==> src/rtl/comparator_arbiter_if.sv <==
// ---------------------------------------------------------------------------
// comparator_arbiter_if
// Purpose : groups the request and response signals of comparator_arbiter.
// Signals :
//   req_valid[3:0]        per-requester request valid
//   req_a / req_b         packed operands, requester i at [i*DATA_W +: DATA_W]
//   req_ready[3:0]        one-hot grant/accept strobe
//   rsp_valid/rsp_ready   response handshake
//   rsp_id                owner of the current response
//   rsp_gt/rsp_lt/rsp_eq  unsigned compare result, one-hot
//   busy                  block is not idle
//   cmp_count             completed response handshakes (wraps)
// Modports: master = requester/consumer side, slave = arbiter side.
// ---------------------------------------------------------------------------
interface comparator_arbiter_if #(
  parameter int DATA_W = 8
);
  logic [3:0]          req_valid;
  logic [4*DATA_W-1:0] req_a;
  logic [4*DATA_W-1:0] req_b;
  logic [3:0]          req_ready;
  logic                rsp_valid;
  logic                rsp_ready;
  logic [1:0]          rsp_id;
  logic                rsp_gt;
  logic                rsp_lt;
  logic                rsp_eq;
  logic                busy;
  logic [15:0]         cmp_count;

  modport master (
    output req_valid, req_a, req_b, rsp_ready,
    input  req_ready, rsp_valid, rsp_id, rsp_gt, rsp_lt, rsp_eq, busy, cmp_count
  );

  modport slave (
    input  req_valid, req_a, req_b, rsp_ready,
    output req_ready, rsp_valid, rsp_id, rsp_gt, rsp_lt, rsp_eq, busy, cmp_count
  );
endinterface

==> src/rtl/comparator_arbiter.sv <==
// ---------------------------------------------------------------------------
// comparator_arbiter
// Purpose : shares one unsigned DATA_W comparator among four requesters using
//           round-robin arbitration and a three-state sequencer.
// Ports   :
//   clk    single clock, rising edge
//   rst_n  asynchronous active-low reset
//   bus    comparator_arbiter_if.slave (request/response handshakes, status)
//
// state  | meaning
// -------+-----------------------------------------------------------------
// IDLE   | waiting for a request; grants one in the same cycle it is seen
// CMP    | captured operands are compared, result registered
// RESP   | result presented until rsp_ready accepts it
// ---------------------------------------------------------------------------
module comparator_arbiter #(
  parameter int DATA_W = 8
) (
  input  logic                 clk,
  input  logic                 rst_n,
  comparator_arbiter_if.slave  bus
);

  typedef enum logic [1:0] {
    S_IDLE = 2'd0,
    S_CMP  = 2'd1,
    S_RESP = 2'd2
  } state_t;

  state_t              r_state;
  state_t              w_state_nxt;

  logic [1:0]          r_rr_ptr;
  logic [DATA_W-1:0]   r_a;
  logic [DATA_W-1:0]   r_b;
  logic [1:0]          r_id;
  logic                r_gt;
  logic                r_lt;
  logic                r_eq;
  logic [15:0]         r_cmp_count;

  logic                w_grant_any;
  logic [1:0]          w_grant_id;
  logic [1:0]          w_scan;
  logic                w_grant;
  logic                w_rsp_hs;
  logic [3:0]          w_req_ready;

  // Round-robin search: first set valid bit at or after r_rr_ptr, modulo 4.
  always_comb begin
    w_grant_any = 1'b0;
    w_grant_id  = 2'd0;
    w_scan      = 2'd0;
    for (int k = 0; k < 4; k++) begin
      w_scan = r_rr_ptr + 2'(k);
      if (!w_grant_any && bus.req_valid[w_scan]) begin
        w_grant_any = 1'b1;
        w_grant_id  = w_scan;
      end
    end
  end

  assign w_grant  = (r_state == S_IDLE) && w_grant_any;
  assign w_rsp_hs = (r_state == S_RESP) && bus.rsp_ready;

  // Gated by rst_n so the strobe drops immediately while reset is held,
  // even if requesters keep their valids asserted.
  always_comb begin
    w_req_ready = 4'b0000;
    if (rst_n && w_grant) begin
      w_req_ready = 4'b0001 << w_grant_id;
    end
  end

  always_comb begin
    w_state_nxt = r_state;
    case (r_state)
      S_IDLE: begin
        if (w_grant_any) begin
          w_state_nxt = S_CMP;
        end
      end
      S_CMP: begin
        w_state_nxt = S_RESP;
      end
      S_RESP: begin
        if (bus.rsp_ready) begin
          w_state_nxt = S_IDLE;
        end
      end
      default: begin
        w_state_nxt = S_IDLE;
      end
    endcase
  end

  always_ff @(posedge clk or negedge rst_n) begin
    if (!rst_n) begin
      r_state <= S_IDLE;
    end else begin
      r_state <= w_state_nxt;
    end
  end

  always_ff @(posedge clk or negedge rst_n) begin
    if (!rst_n) begin
      r_rr_ptr <= 2'd0;
      r_a      <= '0;
      r_b      <= '0;
      r_id     <= 2'd0;
    end else if (w_grant) begin
      r_rr_ptr <= w_grant_id + 2'd1;
      r_a      <= bus.req_a[w_grant_id*DATA_W +: DATA_W];
      r_b      <= bus.req_b[w_grant_id*DATA_W +: DATA_W];
      r_id     <= w_grant_id;
    end
  end

  // Result flags only change in CMP, so they stay stable through RESP
  // regardless of how long the consumer stalls.
  always_ff @(posedge clk or negedge rst_n) begin
    if (!rst_n) begin
      r_gt <= 1'b0;
      r_lt <= 1'b0;
      r_eq <= 1'b0;
    end else if (r_state == S_CMP) begin
      r_gt <= (r_a > r_b);
      r_lt <= (r_a < r_b);
      r_eq <= (r_a == r_b);
    end
  end

  always_ff @(posedge clk or negedge rst_n) begin
    if (!rst_n) begin
      r_cmp_count <= 16'd0;
    end else if (w_rsp_hs) begin
      r_cmp_count <= r_cmp_count + 16'd1;
    end
  end

  assign bus.req_ready = w_req_ready;
  assign bus.rsp_valid = (r_state == S_RESP);
  assign bus.rsp_id    = r_id;
  assign bus.rsp_gt    = r_gt;
  assign bus.rsp_lt    = r_lt;
  assign bus.rsp_eq    = r_eq;
  assign bus.busy      = (r_state != S_IDLE);
  assign bus.cmp_count = r_cmp_count;

endmodule

==> src/flat_wrapper.sv <==
// flat-port wrapper written by rule: the top's interface ports become plain ports
module comparator_arbiter_flat 
#(
  parameter int DATA_W = 8
)
  (clk, rst_n, bus_req_valid, bus_req_a, bus_req_b, bus_rsp_ready, bus_req_ready, bus_rsp_valid, bus_rsp_id, bus_rsp_gt, bus_rsp_lt, bus_rsp_eq, bus_busy, bus_cmp_count);
  comparator_arbiter_if #(.DATA_W(DATA_W)) bus_i ();
  input  logic clk;
  input  logic rst_n;
  input wire logic [$bits(bus_i.req_valid)-1:0] bus_req_valid;
  input wire logic [$bits(bus_i.req_a)-1:0] bus_req_a;
  input wire logic [$bits(bus_i.req_b)-1:0] bus_req_b;
  input wire logic [$bits(bus_i.rsp_ready)-1:0] bus_rsp_ready;
  output wire logic [$bits(bus_i.req_ready)-1:0] bus_req_ready;
  output wire logic [$bits(bus_i.rsp_valid)-1:0] bus_rsp_valid;
  output wire logic [$bits(bus_i.rsp_id)-1:0] bus_rsp_id;
  output wire logic [$bits(bus_i.rsp_gt)-1:0] bus_rsp_gt;
  output wire logic [$bits(bus_i.rsp_lt)-1:0] bus_rsp_lt;
  output wire logic [$bits(bus_i.rsp_eq)-1:0] bus_rsp_eq;
  output wire logic [$bits(bus_i.busy)-1:0] bus_busy;
  output wire logic [$bits(bus_i.cmp_count)-1:0] bus_cmp_count;
  assign bus_i.req_valid = bus_req_valid;
  assign bus_i.req_a = bus_req_a;
  assign bus_i.req_b = bus_req_b;
  assign bus_i.rsp_ready = bus_rsp_ready;
  assign bus_req_ready = bus_i.req_ready;
  assign bus_rsp_valid = bus_i.rsp_valid;
  assign bus_rsp_id = bus_i.rsp_id;
  assign bus_rsp_gt = bus_i.rsp_gt;
  assign bus_rsp_lt = bus_i.rsp_lt;
  assign bus_rsp_eq = bus_i.rsp_eq;
  assign bus_busy = bus_i.busy;
  assign bus_cmp_count = bus_i.cmp_count;
  comparator_arbiter #(.DATA_W(DATA_W)) u_core (.clk(clk), .rst_n(rst_n), .bus(bus_i));
endmodule
==> config.mk <==
export PLATFORM = sky130hd
export DESIGN_NAME = comparator_arbiter_flat
export DESIGN_NICKNAME = d
export VERILOG_FILES = /design/src/rtl/comparator_arbiter_if.sv /design/src/rtl/comparator_arbiter.sv /design/src/flat_wrapper.sv
export SDC_FILE = /design/constraint.sdc
export NUM_CORES = 1
export LEC_CHECK = 0
export ABC_AREA = 0
export CAP_MARGIN = 20
export CORE_UTILIZATION = 44
export DETAILED_ROUTE_END_ITERATION = 8
export GPL_TIMING_DRIVEN = 0
export PLACE_DENSITY = 0.81
export SYNTH_ARGS = -nofsm -noshare
export SYNTH_HDL_FRONTEND = slang
export SYNTH_SLANG_ARGS = --single-unit
==> constraint.sdc <==
create_clock -name clk -period 2.5 [get_ports clk]
set_clock_uncertainty 0.05 [all_clocks]
set_input_delay 0.5 -clock clk [delete_from_list [all_inputs] [get_ports clk]]
set_output_delay 0.5 -clock clk [all_outputs]
set_load 0.05 [all_outputs]
==> key figures <==
Pwr
  – Leakage: 0.001602 µW
  – Clk network pwr share: 0.117
  – Maximum ir drop on the vdd rail: about 0.00058 V
  – Internal cell power: 2051 µW
  – Power density over the cells: around 990 mW/mm²
  – Relative contribution of sequential cells to total power: 0.283
  – Share of total power in combinational logic: 0.600
  – Switching Share: 0.4556
  – Switching pwr: around 1700 µW

Synth
  – Synthesized cell area: approximately 0.0025 mm²
  – Post-synthesis register bit count: between 40 and 50
  – Most frequently used cell type in the post-synthesis netlist: sky130_fd_sc_hd__dfrtp_1
  – Cell type with the largest total area after synthesis: sky130_fd_sc_hd__dfrtp_1
  – Most instantiated flip-flop cell in the synthesis netlist: sky130_fd_sc_hd__dfrtp_1
  – Synth Warn #: 0
  – Async set-or-reset flop fraction in the synthesized netlist: 1.000
  – Post-synth net total: approximately 330
  – Most instantiated cells after synthesis: sky130_fd_sc_hd__dfrtp_1, sky130_fd_sc_hd__nor2_1, sky130_fd_sc_hd__a211oi_1, sky130_fd_sc_hd__mux2i_1, sky130_fd_sc_hd__nand2_1
  – Top-area cell type share of the netlist area: 0.4137
  – Cells after Synth: between 200 and 250
  – Largest cells by area after synthesis: sky130_fd_sc_hd__dfrtp_1, sky130_fd_sc_hd__mux2i_1, sky130_fd_sc_hd__a211oi_1
  – Sequential share of the synthesized area: 0.4137
  – Distinct cells, synth: 42
  – Mean cell area of the mapped netlist: 10.00 µm²
  – Number of enable flip-flop cells after synthesis: 0

Status
  – Result of the run: finished, final reports clean

Routing
  – Initial drt markers: between 150 and 200
  – Detail Route Antenna Nets: 0
  – Via count: 2347
  – Mean routed wirelength per cell: ~16 µm
  – Post-detailed-route DRC marker count: 0
  – Post-Route WL: 6923 µm
  – Vias per cell: roughly 5.4
  – Number of iterations in the first detailed-routing pass: 4

Job
  – Number of violations of the max-capacitance limit: 0

Place
  – DP Area: around 0.0036 mm²
  – PortBufs: 97
  – Estimated wirelength of the detail-placed design: between 5000 and 6000 µm
  – Routability Congestion: 0.8470

STA
  – Final hold viol count: 0
  – Peak Freq: around 410 MHz
  – Worst relative slew slack: 0.5275
  – Unrepaired setup endpoints after global routing: false
  – Minimum period implied by the final worst setup slack: 2435 ps
  – Worst-Margin Slew: 706.1 ps
  – Period utilisation layout: 0.9741
  – Final setup violation count: 0
  – Max-slew violation count: 0

Global routing
  – Via count of the first global-routing pass: around 2300
  – Initial antenna violation count: 0
  – Final global-route overflow total: 0
  – First-pass GRT wire length: approximately 11000 µm
  – Pin count of the biggest net entering global routing: 32
  – Global router's overall resource usage: 0.2331

Floorplan
  – Width of the chip: between 70 and 80 µm
  – Die Area: 0.005941 mm²
  – Starting density of the core: 0.4706
  – Die H: roughly 77 µm
  – Placement Rows: 26
  – Boundary Pins: 98
  – Core Footprint: between 0.005 and 0.006 mm²

Clock tree
  – Clk pin slew, worst setup/hold paths: roughly 80 ps
  – TritonCTS clock tree: yes
  – Number of buffers inserted during clock tree synthesis: 5
  – # clock sinks: a little over 40
  – Number of buffers inserted for hold repair after clock tree synthesis: 0
  – H-tree levels: 2
  – Root buffer selected by CTS: sky130_fd_sc_hd__clkbuf_8
  – Source-to-sink clock delay at the later pin of the worst-skew pair: between 200 and 300 ps
  – Longest Clk Path Bufs: 2

Final layout
  – Final Util: 0.7215
  – Layout fillers: 415
  – Synth-to-layout area growth: 53.33%
  – Final #Nets: 440
  – Post-route design area: roughly 0.0038 mm²
  – ANT cells: 0
  – Share of layout cells above drive strength 1: 0.1440

Critical path
  – Cell-by-cell listing of the critical path: buf_6 > o32a_1 > buf_6 > nand2_8 > buf_12 > nand3_4 > nor2_4 > buf_6
  – Arrival time reported for the critical path endpoint: 1890 ps
  – Setup crit start kind: flip-flop
  – Setup slack of the worst register-to-register path: between 200 and 250 ps
  – Cell at the slowest stage of the critical path: sky130_fd_sc_hd__dfrtp_1
  – Critical Setup Path Class: flip-flop to primary output
  – Most common cell on crit path: sky130_fd_sc_hd__buf_6
  – Data required time at the worst endpoint: between 1500 and 2000 ps
  – Maximum fanout along the worst path: 7
  – Worst path max stage delay: about 380 ps
  – Category of the worst setup path capture point: primary output

Hold path
  – Min-delay worst type: primary input to async pin
[power groups by stage]
stage               combinational [µW]  sequential [µW]  clock, µW
finish                            2260             1060        442
global route                      2460             1090        463
CTS                               2210             1060        442
detailed placement                2070             1080          0
global placement                  2040             1060          0
floorplan                         1250             1270          0
[cell families after synthesis]
logic type,synth area share
AO/OA/AOI/OAI,0.2321
adder cells (fa/ha/maj),0.04541
flip-flops,0.4137
AND/OR/NAND/NOR,0.1241
buffers and inverters,0.05499
multiplexers,0.07316
XOR/XNOR,0.05651
[final cells by class]
type / count / area, µm² / share of cell area
Buffer: 11 / 92.59 / 0.02435
Tap cell: 70 / 87.58 / 0.02303
Clock inverter: 3 / 21.27 / 0.005594
Timing Repair Buffer: 109 / 1062 / 0.2794
Inverter: 13 / 48.80 / 0.01283
Multi-Input combinational cell: 179 / 1395 / 0.3669
Sequential cell: 41 / 1026 / 0.2698
Clock buffer: 5 / 68.82 / 0.01810
[stage by stage]
stage               TNS [ps]  std cells  hold slack [ps]  setup slack [ps]  power, µW
floorplan                  0        248            154.4             103.5       2523
global placement      -20820        415            412.9             -1958       3109
detailed placement    -10050        416            357.5             -1266       3152
CTS                        0        424            69.12            0.4261       3719
global route               0        431            75.69            0.9426       4012
finish                     0        431            63.83             64.75       3767
[worst max-delay path: cells and delay by family (launching register included)]
kind / cells / cell delay (ps)
buffers and inverters: 4 / 560
flip-flops: 1 / 380
AO/OA/AOI/OAI: 1 / 360
AND/OR/NAND/NOR: 3 / 280
[final timing paths]
check / start / end / cells after the start
max in group asynchronous: rst_n / u_core.r_b[3] / 2
min in group clk: u_core.bus.cmp_count[15] / u_core.bus.cmp_count[15] / 1
hold reg to reg: u_core.bus.cmp_count[15] / u_core.bus.cmp_count[15] / 1
setup reg to reg: u_core.r_state[1] / u_core.r_b[0] / 6
hold / removal: rst_n / u_core.bus.cmp_count[0] / 1
setup / recovery: u_core.r_rr_ptr[1] / bus_req_ready[0] / 8
[placed cells by master (no fill, tap or decap), drive strengths merged, types with 2 or more instances in the layout]
cell | netlist | layout
clkdlybuf4s50 | 0 | 88
a2111oi | 16 | 16
inv | 13 | 14
a21o | 3 | 3
mux2i | 17 | 17
nand4 | 4 | 4
nand2b | 2 | 2
xnor2 | 11 | 11
a32o | 2 | 2
xor2 | 5 | 5
a211oi | 17 | 17
dlygate4sd2 | 0 | 2
ha | 9 | 9
or2 | 2 | 2
and2 | 3 | 3
o21ai | 3 | 3
clkbuf | 9 | 14
a21oi | 6 | 6
buf | 6 | 21
nor2 | 28 | 28
a21boi | 17 | 17
dfrtp | 41 | 41
nand2 | 15 | 15
nand3 | 5 | 5
nor4 | 2 | 2
[metal layers]
layer  vias up  track usage  share of wire
met3         4      0.02619          0.052
met2        85       0.3821           0.50
met4         0      0.06415         0.0069
met5         -            0              0
li1       1132            -              -
met1      1126       0.3255           0.44
[flip-flops by register name, indices dropped and copies added, names as in the netlist]
name and cells:
u_core.bus.cmp_count 16, u_core.r_a 8, u_core.r_b 8, u_core.bus.rsp_id 2, u_core.r_rr_ptr 2, u_core.r_state 2
u_core.bus.rsp_eq 1, u_core.bus.rsp_gt 1, u_core.bus.rsp_lt 1
[what timing repair did]
item / in CTS / in global routing
cloned: 0 / 1
gates resized for setup: 52 / 5
pin swaps: 3 / 3
endpoints found under the setup margin: 15 / 5
setup buffers: 3 / 7
hold endpoints to repair: 0 / 0
No activity file was read; power rests on OpenSTA's default activity.
